===== src/rtl/control_unit_p.sv =====
// Control unit for a 16-bit MSP430-style datapath: fetch handshake, decode of
// double-operand/jump formats, ALU/write-back sequencing and conditional jumps.
module control_unit_p #(
  parameter int unsigned OPW        = 5,
  parameter int unsigned OFFW       = 10,
  parameter int unsigned STALL_MAX  = 15,
  parameter bit          WB_CMP_BIT = 1'b0
) (
  input  logic            clk,
  input  logic            rst,
  input  logic [15:0]     instruction,
  input  logic            instr_valid,
  input  logic [3:0]      flags,
  output logic            instr_req,
  output logic            en_pc_2,
  output logic            pc_inc,
  output logic            branch_en,
  output logic [OFFW-1:0] pc_offset,
  output logic [3:0]      src_reg,
  output logic [3:0]      dst_reg,
  output logic [3:0]      wr_reg,
  output logic            wr_en,
  output logic [OPW-1:0]  op_code,
  output logic [4:0]      fsm_state,
  output logic            illegal,
  output logic            fault
);

  localparam int unsigned CW = (STALL_MAX < 2) ? 1 : $clog2(STALL_MAX + 1);

  typedef enum logic [4:0] {
    S_HALT   = 5'b00000,
    S_FETCH  = 5'b00001,
    S_DECODE = 5'b00010,
    S_EXEC   = 5'b00100,
    S_WB     = 5'b01000,
    S_BRANCH = 5'b10000
  } state_t;

  state_t          r_state;
  state_t          w_next;
  logic [15:0]     r_ir;
  logic [CW-1:0]   r_wait;
  logic            r_fault;
  logic [OPW-1:0]  r_op;
  logic [3:0]      r_src;
  logic [3:0]      r_dst;
  logic [2:0]      r_cond;
  logic [OFFW-1:0] r_off;
  logic            w_wait_last;
  logic            w_taken;
  logic            w_flags_only;
  logic            w_v, w_n, w_z, w_c;

  assign {w_v, w_n, w_z, w_c} = flags;
  assign w_wait_last  = (r_wait == CW'(STALL_MAX - 1));
  assign w_flags_only = !WB_CMP_BIT && ((r_op == OPW'(5)) || (r_op == OPW'(7)));

  always_comb begin
    w_taken = 1'b0;
    unique case (r_cond)
      3'd0: w_taken = !w_z;
      3'd1: w_taken = w_z;
      3'd2: w_taken = !w_c;
      3'd3: w_taken = w_c;
      3'd4: w_taken = w_n;
      3'd5: w_taken = !(w_n ^ w_v);
      3'd6: w_taken = w_n ^ w_v;
      3'd7: w_taken = 1'b1;
    endcase
  end

  always_comb begin
    w_next = r_state;
    unique case (r_state)
      S_FETCH: begin
        // a valid word on the last allowed wait cycle wins over the timeout
        if (instr_valid)      w_next = S_DECODE;
        else if (w_wait_last) w_next = S_HALT;
      end
      S_DECODE: begin
        if (r_ir[15:14] != 2'b00)       w_next = S_EXEC;
        else if (r_ir[15:13] == 3'b001) w_next = S_BRANCH;
        else                            w_next = S_FETCH;
      end
      S_EXEC:   w_next = w_flags_only ? S_FETCH : S_WB;
      S_WB:     w_next = S_FETCH;
      S_BRANCH: w_next = S_FETCH;
      S_HALT:   w_next = S_HALT;
      default:  w_next = S_FETCH;
    endcase
  end

  always_ff @(posedge clk) begin
    if (!rst) begin
      r_state <= S_FETCH;
      r_ir    <= '0;
      r_wait  <= '0;
      r_fault <= 1'b0;
      r_op    <= '0;
      r_src   <= '0;
      r_dst   <= '0;
      r_cond  <= '0;
      r_off   <= '0;
    end else begin
      r_state <= w_next;
      unique case (r_state)
        S_FETCH: begin
          if (instr_valid) begin
            r_ir   <= instruction;
            r_wait <= '0;
          end else begin
            r_wait <= r_wait + CW'(1);
            if (w_wait_last) r_fault <= 1'b1;
          end
        end
        S_DECODE: begin
          if (r_ir[15:14] != 2'b00) begin
            r_op  <= OPW'(r_ir[15:12] - 4'd4);
            r_src <= r_ir[11:8];
            r_dst <= r_ir[3:0];
          end else if (r_ir[15:13] == 3'b001) begin
            r_cond <= r_ir[12:10];
            r_off  <= r_ir[OFFW-1:0];
          end
        end
        default: ;
      endcase
    end
  end

  always_comb begin
    instr_req = 1'b0;
    en_pc_2   = 1'b0;
    pc_inc    = 1'b0;
    branch_en = 1'b0;
    pc_offset = '0;
    wr_en     = 1'b0;
    illegal   = 1'b0;
    op_code   = r_op;
    src_reg   = r_src;
    dst_reg   = r_dst;
    wr_reg    = r_dst;
    unique case (r_state)
      S_FETCH:  instr_req = 1'b1;
      S_DECODE: begin
        en_pc_2 = 1'b1;
        pc_inc  = 1'b1;
        illegal = (r_ir[15:12] == 4'h0);
      end
      S_WB:     wr_en = 1'b1;
      S_BRANCH: begin
        if (w_taken) begin
          branch_en = 1'b1;
          pc_inc    = 1'b1;
          pc_offset = r_off;
        end
      end
      S_HALT: begin
        op_code = '0;
        src_reg = '0;
        dst_reg = '0;
        wr_reg  = '0;
      end
      default: ;
    endcase
  end

  assign fsm_state = r_state;
  assign fault     = r_fault;

endmodule


===== config.mk =====
export PLATFORM = sky130hd
export DESIGN_NAME = control_unit_p
export DESIGN_NICKNAME = d
export VERILOG_FILES = /design/src/rtl/control_unit_p.sv
export SDC_FILE = /design/constraint.sdc
export NUM_CORES = 1
export LEC_CHECK = 0
export CORE_UTILIZATION = 45
export DETAILED_ROUTE_END_ITERATION = 16
export PLACE_DENSITY_LB_ADDON = 0.12
export RECOVER_POWER = 100
export SETUP_SLACK_MARGIN = 0.3
export SYNTH_ARGS = -nofsm -noshare
export SYNTH_HDL_FRONTEND = slang
export SYNTH_SLANG_ARGS = --single-unit

===== constraint.sdc =====
create_clock -name clk -period 3.5 [get_ports clk]
set_input_delay 0.7 -clock clk [delete_from_list [all_inputs] [get_ports clk]]
set_output_delay 0.7 -clock clk [all_outputs]
set_load 0.01 [all_outputs]

==> flow_summary.ini, run 1 <==
[logic_synthesis]
synthMostInstantiatedCell = sky130_fd_sc_hd__dfxtp_1
ys_top_cells_by_area = sky130_fd_sc_hd__dfxtp_1 39%, sky130_fd_sc_hd__o31ai_1 12%, sky130_fd_sc_hd__nand4_1 9.5%
yosysWarningCount = 0
yosys_register_bits = 52
post-synth-top-area-fraction_pct = 38.5
largest_family_of_logic_cells_by_synthesized_area = simple AND/OR/NAND/NOR gates
share_of_synthesized_registers_carrying_an_async_set_or_reset_pct = 0
post_synth_instance_area_mm2 = 0.00270
synth-edff-count = 0
synth.net_count = 339
postSynthAreaPerCell_um2 = 8.66
compound_gate_fraction_of_synth_area_pct = 23.9
netlist_instances = 312
ys_types = 42
post-synth-top-area-cell = sky130_fd_sc_hd__dfxtp_1
synth-seq-area-share_pct = 38.5
synth_adder_area_share_pct = 1.85
yosys-mux-area-fraction_pct = 0.371
synth.cells.most_frequent = 52 x sky130_fd_sc_hd__dfxtp_1, 46 x sky130_fd_sc_hd__a21oi_1, 43 x sky130_fd_sc_hd__o31ai_1
synth-simple-area-share_pct = 26.9
synth_xor_xnor_area_share_pct = 0
synth-main-ff-cell = sky130_fd_sc_hd__dfxtp_1

[final_layout]
diodes = 0
flow.area_growth_from_synthesis_pct = 26.9
final_layout_size_suffix_gt1_share_pct = 7.02
final_net_count = 382
final_util_pct = 60.8
nFillCells = 510
final_cells = 428
final-seq-area_mm2 = 0.00104
multi_input_comb_area_mm2 = 0.00142

[route]
wire_per_inst_um = 16.4
drt_drc_violations_left = 0
antenna_violating_nets_post_route = 0
first_pass_iters = 4
drc_marker_count_from_the_first_detailed_route_iteration = 194
total_vias_in_the_final_route = 2585
post_drt_via_cell_ratio = 6.04
drt_wl_total_um = 7020

[run_status]
violated_checks = max-capacitance violations, max-slew violations
status = finished, violations left

[worst_setup_path]
worst-endpoint-required_ns = 2.80
worstPathArrival_ns = 2.43
worstRegToRegCells = 6
worstReg2RegEnd = r_cond[2]
r2r_slack_ns = 1.41
worstReg2RegStart = r_ir[14]
timing.critical_path.fanout_max = 4
worst-setup-path-type = in2out
critical_path.startpoint_type = input port
setup.worst_path.end_class = output port

[timing]
final.setup.tns_ns = 0
clock-skew-final_ns = 0.00679
tightest_slew_ns = 1.57
post-route-min-period_ns = 3.13
finalMaxSlewViolations = 36
finalHoldViolCount = 0
timing.max_slew.rel_slack_pct = -4.77
max_clock_freq_mhz = 319
final_min_period_over_clock_period_pct = 89.5
setup_ws_ns = 0.368
setup_violations = 0
grt_setup_unrepaired = no

[clock_tree]
ctsHtreeMaxLevel = 2
cts-root-to-sink-buffers = 2
tritoncts_buffer_count = 5
clk_root_buffer_cell = sky130_fd_sc_hd__clkbuf_8
clkSinkCount = 52
clkLatencyLatePin_ns = 0.30
worst_setup_hold_path_clk_slew_ns = 0.09
cts_tree = built
postCtsHoldBufs = 0

[global_route]
track_usage_pct = 23.3
overflow = 0
wire_length_of_the_first_global_routing_pass_um = 11600
first_global_vias = 2412
largest_net_degree_at_the_start_of_global_routing = 52
grt_antenna_before_repair = 0

[floorplan]
die_height_um = 79.5
rows = 27
die_width_um = 79.5
io_pins = 62
start_util_pct = 47.9
die-area_mm2 = 0.00632
floorplan.core_area_mm2 = 0.00564

[power_and_ir_drop]
irDropWorstVdd_v = 0.000268
power_leakage_nw = 1.23
pwr_cell_area_mw_per_mm2 = 353

[min_path]
worstHoldEndpoint = r_src[0]
hold_depth = 2
holdCritStartpoint = r_src[0]
hp-class = reg2reg

[place]
place.detailed.hpwl_um = 4640
placed_cells = 417
dp_slack_ns = -0.127
buffer_ports.inserted = 61
finalWeightedCongestion = 0.791

[run]
cap_viol_max_count = 1
critical path: stages:
cell	delay [ns]
sky130_fd_sc_hd__clkdlybuf4s50_1	0.45
sky130_fd_sc_hd__o21a_1	0.20
sky130_fd_sc_hd__a221oi_1	0.27
sky130_fd_sc_hd__clkbuf_1	0.23
sky130_fd_sc_hd__o31ai_2	0.10
sky130_fd_sc_hd__clkdlybuf4s50_1	0.48
area by class of cell:
class | count | area share (%)
clock inverter | 2 | 1.02
sequential | 52 | 30.4
timing repair buffer | 79 | 21.5
clock buffer | 6 | 2.12
multi-input combinational | 208 | 41.4
inverter | 9 | 0.985
tap | 72 | 2.63
what timing repair did:
action | CTS | global route
resized for setup | 11 | 2
buffers inserted | 2 | 1
pin swaps | 1 | 1
endpoints found under the setup margin | 12 | 5
endpoints found under the hold margin | 0 | 0
metrics by stage:
stage | hold slack (ns) | total power, mW | area (um2)
CTS | 0.473 | 1.22 | 3460
finish | 0.473 | 1.21 | 3430
global route | 0.498 | 1.26 | 3430
global placement | 0.454 | 0.810 | 3330
detailed placement | 0.458 | 0.812 | 3330
floorplan | 0.443 | 0.739 | 2700
sequential cells by signal, summed over array words and instances, names as in the netlist:
name       count
r_wait         4
r_cond         3
fault          1
r_dst          4
r_ir          16
r_off         10
r_src          4
fsm_state      5
r_op           5
where the power goes:
part           switching [mW]  leakage, nW  total (mW)  internal (mW)
registers              0.0165        0.422       0.625          0.608
clock network           0.198       0.0552       0.411          0.213
logic                   0.104        0.753       0.173         0.0688
worst max path at each step:
stage,start,end,slack [ns],depth (start not counted)
2_1_floorplan,flags[3],branch_en,0.93,4
3_3_place_gp,flags[2],pc_offset[0],0.006,5
3_5_place_dp,flags[2],pc_offset[5],-0.13,5
4_1_cts,flags[3],pc_offset[0],0.24,6
5_1_grt,flags[3],pc_offset[5],0.19,7
6_report,flags[3],pc_inc,0.37,6
cell usage in the layout, fill, tap and decap left out, types with 2 or more instances in the layout:
| cell | count |
|---|---|
| sky130_fd_sc_hd__dlygate4sd2_1 | 10 |
| sky130_fd_sc_hd__and2_0 | 8 |
| sky130_fd_sc_hd__nor2_1 | 3 |
| sky130_fd_sc_hd__nor3b_1 | 3 |
| sky130_fd_sc_hd__clkbuf_1 | 7 |
| sky130_fd_sc_hd__nor4b_1 | 8 |
| sky130_fd_sc_hd__and2_1 | 5 |
| sky130_fd_sc_hd__and3_1 | 2 |
| sky130_fd_sc_hd__nand3_1 | 4 |
| sky130_fd_sc_hd__ha_1 | 4 |
| sky130_fd_sc_hd__o21ai_1 | 2 |
| sky130_fd_sc_hd__nand3b_1 | 3 |
| sky130_fd_sc_hd__nor4_1 | 3 |
| sky130_fd_sc_hd__buf_4 | 10 |
| sky130_fd_sc_hd__or4_1 | 2 |
| sky130_fd_sc_hd__nand2b_1 | 3 |
| sky130_fd_sc_hd__dfxtp_1 | 52 |
| sky130_fd_sc_hd__clkbuf_8 | 5 |
| sky130_fd_sc_hd__nor4b_2 | 3 |
| sky130_fd_sc_hd__inv_1 | 8 |
| sky130_fd_sc_hd__a31oi_1 | 3 |
| sky130_fd_sc_hd__nand4_1 | 41 |
| sky130_fd_sc_hd__dlygate4sd3_1 | 18 |
| sky130_fd_sc_hd__clkdlybuf4s50_1 | 32 |
| sky130_fd_sc_hd__nor2b_1 | 2 |
| sky130_fd_sc_hd__or3_1 | 3 |
| sky130_fd_sc_hd__a21oi_1 | 46 |
| sky130_fd_sc_hd__buf_12 | 2 |
| sky130_fd_sc_hd__o31ai_1 | 43 |
per-layer routing:
metal  global-route usage, %  routed length, um  vias up
li1                        -                  -     1283
met1                    32.1               3240     1222
met2                    36.6               3380       72
met3                    4.34                329        8
met4                    6.91                 69        0
met5                       0                  0        -
cell families (layout without fill, tap and decap cells):
| kind of cell | count (synthesis) | after routing |
|---|---|---|
| DFF | 52 | 52 |
| buffers and inverters | 52 | 96 |
| adders and majority gates | 4 | 4 |
| and+or+nand+nor | 102 | 102 |
| AOI/OAI and AO/OA | 101 | 101 |
| muxes | 1 | 1 |
No activity file was read; power rests on OpenSTA's default activity.
==> run 2: changes to the inputs <==
--- a/config.mk
+++ b/config.mk
@@ -5,6 +5,7 @@
 export SDC_FILE = /design/constraint.sdc
 export NUM_CORES = 1
 export LEC_CHECK = 0
+export CORE_MARGIN = 2
 export CORE_UTILIZATION = 45
 export DETAILED_ROUTE_END_ITERATION = 16
 export PLACE_DENSITY_LB_ADDON = 0.12
==> run 2 against run 1 <==
  * Sequential cell count stayed put
  * Global-route usage is 1.4 points lower
  * Clock skew is 0.0023 ns higher
  * Critical endpoint unchanged
  * First-iteration DRC count is 44% higher
  * The flow still finishes with violations (max-capacitance violations, max-slew violations)
  * Sequential power hardly changed
  * Critical path type unchanged
==> flow_summary.ini, run 2 (same netlist as run 1, synthesis figures left out) <==
[worst_setup_path]
worst-setup-path-type = in2out
path_cells = clkdlybuf4s50_1, o21a_1, a221oi_1, clkbuf_1, buf_12, o31ai_1, dlygate4sd2_1
cp_slowest_stage_delay_ns = 0.45
critical_path.startpoint_type = input port
crit_slowest_cell = sky130_fd_sc_hd__clkdlybuf4s50_1
cp_top_family = buffers and inverters
setup.worst_path.end_class = output port
timing.critical_path.fanout_max = 11
cp.buffers_inverters = 4
worst-endpoint-required_ns = 2.80
worstPathArrival_ns = 2.39

[final_layout]
largest_register_ff_count = 16
top_regs = r_ir x16, r_off x10
layout.cells.most_common = sky130_fd_sc_hd__dfxtp_1
top_register = r_ir
final_net_count = 381
most-common-layout-cells = 52 x sky130_fd_sc_hd__dfxtp_1, 46 x sky130_fd_sc_hd__a21oi_1, 44 x sky130_fd_sc_hd__o31ai_1
design_area_mm2 = 0.00341
final_layout_size_suffix_gt1_share_pct = 7.32
diodes = 0
final_cells = 430
flow.area_growth_from_synthesis_pct = 26.3

[clock_tree]
cts_tree = built
clk_root_buffer_cell = sky130_fd_sc_hd__clkbuf_8
postCtsHoldBufs = 0
tritoncts_buffer_count = 5
worst_setup_hold_path_clk_slew_ns = 0.10
ctsHtreeMaxLevel = 2
cts-root-to-sink-buffers = 2
clkLatencyLatePin_ns = 0.31
clkSinkCount = 52

[power_and_ir_drop]
irDropWorstVdd_v = 0.000182
power_leakage_nw = 1.22
pwr_cell_area_mw_per_mm2 = 335

[place]
finalWeightedCongestion = 0.778
placed_cell_area_mm2 = 0.00334
buffer_ports.inserted = 61
place.detailed.hpwl_um = 4730
placed_cells = 419

[floorplan]
die_height_um = 81.5
floorplan.core_area_mm2 = 0.00585
rows = 28
io_pins = 62
start_util_pct = 46.2
die_width_um = 81.5
die-area_mm2 = 0.00664

[route]
post_drt_via_cell_ratio = 6.00
drc_marker_count_from_the_first_detailed_route_iteration = 279
antenna_violating_nets_post_route = 0
total_vias_in_the_final_route = 2582
drt_drc_violations_left = 0
drt_wl_total_um = 7100
wire_per_inst_um = 16.5
first_pass_iters = 4

[timing]
tightest_slew_ns = 2.19
finalHoldViolCount = 0
final_min_period_over_clock_period_pct = 88.3
finalMaxSlewViolations = 50
setup_violations = 0
post-route-min-period_ns = 3.09
timing.max_slew.rel_slack_pct = -45.7
max_clock_freq_mhz = 323
grt_setup_unrepaired = no
clock-skew-final_ns = 0.00907
final.setup.tns_ns = 0

[global_route]
first_global_vias = 2263
grt_antenna_before_repair = 0
wire_length_of_the_first_global_routing_pass_um = 11300
track_usage_pct = 21.8
overflow = 0
largest_net_degree_at_the_start_of_global_routing = 50

[run]
cap_viol_max_count = 1

[run_status]
status = finished, violations left
violated_checks = max-capacitance violations, max-slew violations

[min_path]
hp-class = reg2reg
-- run 2: changes by cell type in the layout (fill, tap and decap cells not counted), moves of 2 or more --
cell | previous run | this run
sky130_fd_sc_hd__clkdlybuf4s50_1 | 32 | 27
sky130_fd_sc_hd__dlygate4sd3_1 | 18 | 22
sky130_fd_sc_hd__and2_0 | 8 | 6
sky130_fd_sc_hd__and2_1 | 5 | 7
sky130_fd_sc_hd__clkbuf_1 | 7 | 5
-- run 2: final timing paths --
kind / start / end / slack [ns] / cells after the start
worst min-delay path: r_src[3] / r_src[3] / 0.47 / 2
worst max register to register: r_ir[14] / r_cond[1] / 1.42 / 6
worst max-delay path: flags[3] / pc_inc / 0.41 / 7
worst min register to register: r_src[3] / r_src[3] / 0.47 / 2
-- run 2: cell type report --
class	instances	area [um2]
multi-input combinational	208	1410
clock inverter	2	16.3
tap	75	93.8
clock buffer	6	72.6
sequential	52	1040
timing repair buffer	78	742
inverter	9	33.8
fill	553	2440
-- run 2: where the power goes --
part | switching [mW] | internal, mW
combinational | 0.104 | 0.0680
clock | 0.204 | 0.143
sequential | 0.0168 | 0.609
total | 0.325 | 0.819
-- run 2: what timing repair did --
| action | 4_1_cts | 5_1_grt |
|---|---|---|
| pin swaps | 2 | 0 |
| setup buffers | 2 | 1 |
| endpoints found under the setup margin | 12 | 1 |
| gates resized for setup | 12 | 1 |
| cloned | 0 | 0 |
-- run 2: worst reg2reg max path: stages (launching register included) --
cell,delay (ns)
sky130_fd_sc_hd__dfxtp_1,0.35
sky130_fd_sc_hd__inv_1,0.11
sky130_fd_sc_hd__ha_1,0.19
sky130_fd_sc_hd__clkbuf_1,0.47
sky130_fd_sc_hd__and3b_1,0.55
sky130_fd_sc_hd__nand4_1,0.17
sky130_fd_sc_hd__a21oi_1,0.15
-- run 2: metrics by stage --
| step | hold WS (ns) | setup slack (ns) | total power, mW | utilization, % |
|---|---|---|---|---|
| 2_1_floorplan | 0.443 | 0.933 | 0.739 | - |
| 5_1_grt | 0.491 | 0.223 | 1.19 | 58.3 |
| 3_5_place_dp | 0.457 | -0.0553 | 0.811 | 57.1 |
| 6_report | 0.470 | 0.408 | 1.14 | 58.3 |
| 3_3_place_gp | 0.454 | 0.00592 | 0.809 | 57.1 |
| 4_1_cts | 0.471 | 0.304 | 1.15 | 58.9 |
-- run 2: metal layers --
| layer | routed length (um) | global-route usage (%) |
|---|---|---|
| met2 | 3370 | 34.8 |
| met3 | 268 | 2.75 |
| met4 | 58 | 7.12 |
| met5 | 0 | 0 |
| met1 | 3410 | 30.7 |
==> run 3: changes to the inputs <==
--- a/config.mk
+++ b/config.mk
@@ -8,9 +8,10 @@
 export CORE_MARGIN = 2
 export CORE_UTILIZATION = 45
 export DETAILED_ROUTE_END_ITERATION = 16
-export PLACE_DENSITY_LB_ADDON = 0.12
+export PLACE_DENSITY = 0.74
 export RECOVER_POWER = 100
 export SETUP_SLACK_MARGIN = 0.3
+export SKIP_CTS_REPAIR_TIMING = 1
 export SYNTH_ARGS = -nofsm -noshare
 export SYNTH_HDL_FRONTEND = slang
 export SYNTH_SLANG_ARGS = --single-unit
==> run 3 against run 2 <==
  * The flow still finishes with violations (max-capacitance violations, max-slew violations)
  * Power about the same
  * Combinational power decreased by 7%
  * Fmax decreased by 6.5%
  * Sequential power increased by 0.8%
  * Core utilization decreased by 0.77 points
  * Global-route usage decreased by 1.2 points
  * Setup slack got worse by 0.22 ns
  * Register-to-register slack improved by 0.17 ns
  * Critical path type unchanged
  * Largest power group unchanged
  * Highest routed layer unchanged
==> flow_summary.ini, run 3 (same netlist as run 1, synthesis figures left out) <==
[run_status]
status = finished, violations left
violated_checks = max-capacitance violations, max-slew violations

[run]
cap_viol_max_count = 1

[power_and_ir_drop]
power.clock.fraction_pct = 31.0
power_leakage_nw = 1.15
power_switching_share_pct = 25.9
switchingPower_mw = 0.296
combinationalPowerShare_pct = 14.0
share_seq_of_total_power_pct = 55.0
finalPower_mw = 1.14
pwr_cell_area_mw_per_mm2 = 340
internal-power_mw = 0.848
irDropWorstVdd_v = 0.000204

[floorplan]
die_height_um = 81.5
start_util_pct = 46.2
io_pins = 62
die_width_um = 81.5
rows = 28
die-area_mm2 = 0.00664
floorplan.core_area_mm2 = 0.00585

[global_route]
track_usage_pct = 20.6
grtUsageMet1_pct = 27.1
grt-busiest-layer = met2
first_global_vias = 2220
largest_net_degree_at_the_start_of_global_routing = 52
grtUsageMet2_pct = 34.8
wire_length_of_the_first_global_routing_pass_um = 10700
grt_antenna_before_repair = 0
overflow = 0
grtUsageMet3_pct = 4.18

[worst_setup_path]
worst-endpoint-required_ns = 2.80
critical_path.startpoint_type = input port
setup.worst_path.end_class = output port
worstRegToRegCells = 3
worstReg2RegEnd = r_ir[15]
worst-setup-path-type = in2out
worstReg2RegStart = fsm_state[0]
r2r_slack_ns = 1.59
timing.critical_path.fanout_max = 12
crit_start = flags[3]
worstPathArrival_ns = 2.61

[final_layout]
top_register = r_ir
most-common-layout-cells = 52 x sky130_fd_sc_hd__dfxtp_1, 46 x sky130_fd_sc_hd__a21oi_1, 43 x sky130_fd_sc_hd__o31ai_1
multi_input_comb_area_mm2 = 0.00145
final_layout_size_suffix_gt1_share_pct = 8.02
diodes = 0
layout.cells.most_common = sky130_fd_sc_hd__dfxtp_1
top_regs = r_ir x16, r_off x10
nFillCells = 529
final_net_count = 376
largest_register_ff_count = 16
final-seq-area_mm2 = 0.00104
flow.area_growth_from_synthesis_pct = 24.6

[route]
drt_wl_total_um = 6770
total_vias_in_the_final_route = 2550
drt_drc_violations_left = 0
drc_marker_count_from_the_first_detailed_route_iteration = 136
post_drt_via_cell_ratio = 6.01
wire_per_inst_um = 16.0
antenna_violating_nets_post_route = 0
first_pass_iters = 4

[timing]
timing.max_slew.rel_slack_pct = -41.6
setup_violations = 0
finalMaxSlewViolations = 50
clock-skew-final_ns = 0.00295
finalHoldViolCount = 0
post-route-min-period_ns = 3.31
tightest_slew_ns = 2.12
final_min_period_over_clock_period_pct = 94.5
grt_setup_unrepaired = yes
max_clock_freq_mhz = 302
finalHoldWorstSlack_ns = 0.472

[place]
buffer_ports.inserted = 61
place.detailed.hpwl_um = 4600
finalWeightedCongestion = 0.780

[min_path]
hp-class = reg2reg
holdCritStartpoint = r_src[2]
worstHoldEndpoint = r_src[2]
hold_depth = 2

[clock_tree]
tritoncts_buffer_count = 5
clkSinkCount = 52
cts_tree = built
ctsHtreeMaxLevel = 2
clk_root_buffer_cell = sky130_fd_sc_hd__clkbuf_8
cts-root-to-sink-buffers = 2
worst_setup_hold_path_clk_slew_ns = 0.08
clkLatencyLatePin_ns = 0.30
[run 3: worst max-delay path by stage]
stage	to	slack [ns]	cells after the start
floorplan	branch_en	0.93	4
global placement	pc_offset[0]	0.02	5
detailed placement	pc_offset[9]	-0.06	5
CTS	pc_offset[4]	-0.07	5
global route	branch_en	0.08	6
finish	branch_en	0.19	6
[run 3: critical path: stages]
cell	delay [ns]
sky130_fd_sc_hd__dlygate4sd3_1	0.58
sky130_fd_sc_hd__o21a_1	0.20
sky130_fd_sc_hd__a221oi_1	0.30
sky130_fd_sc_hd__buf_4	0.27
sky130_fd_sc_hd__nor3_1	0.08
sky130_fd_sc_hd__clkdlybuf4s50_1	0.48
[run 3: stage by stage]
| step | setup TNS [ns] | area, um2 | util [%] | worst slack (ns) | instances |
|---|---|---|---|---|---|
| 2_1_floorplan | 0 | 2700 | - | 0.933 | 312 |
| 3_3_place_gp | 0 | 3300 | 56.5 | 0.0208 | 416 |
| 3_5_place_dp | -0.588 | 3300 | 56.5 | -0.0603 | 416 |
| 4_1_cts | -0.665 | 3400 | 58.1 | -0.0666 | 423 |
| 5_1_grt | 0 | 3370 | 57.5 | 0.0842 | 424 |
| 6_report | 0 | 3370 | 57.5 | 0.192 | 424 |
[run 3: power by group through the flow]
stage	Combinational [mW]	Clock, mW	Sequential [mW]
2_1_floorplan	0.106	0	0.633
3_3_place_gp	0.160	0	0.642
3_5_place_dp	0.162	0	0.643
4_1_cts	0.163	0.366	0.629
5_1_grt	0.177	0.389	0.632
6_report	0.160	0.355	0.630
[run 3: area by class of cell]
| cell class | count | share of cell area, % |
|---|---|---|
| multi-input cells | 208 | 43.1 |
| clock buffers | 7 | 2.86 |
| flip-flops and latches | 52 | 30.9 |
| repair buffers | 73 | 19.3 |
| inverters | 9 | 1.00 |
| well taps | 75 | 2.79 |
[run 3: metal layers]
layer | vias to the layer above | wire length (um)
li1 | 1274 | -
met1 | 1185 | 3020
met2 | 83 | 3380
met3 | 8 | 317
met4 | 0 | 54
met5 | - | 0
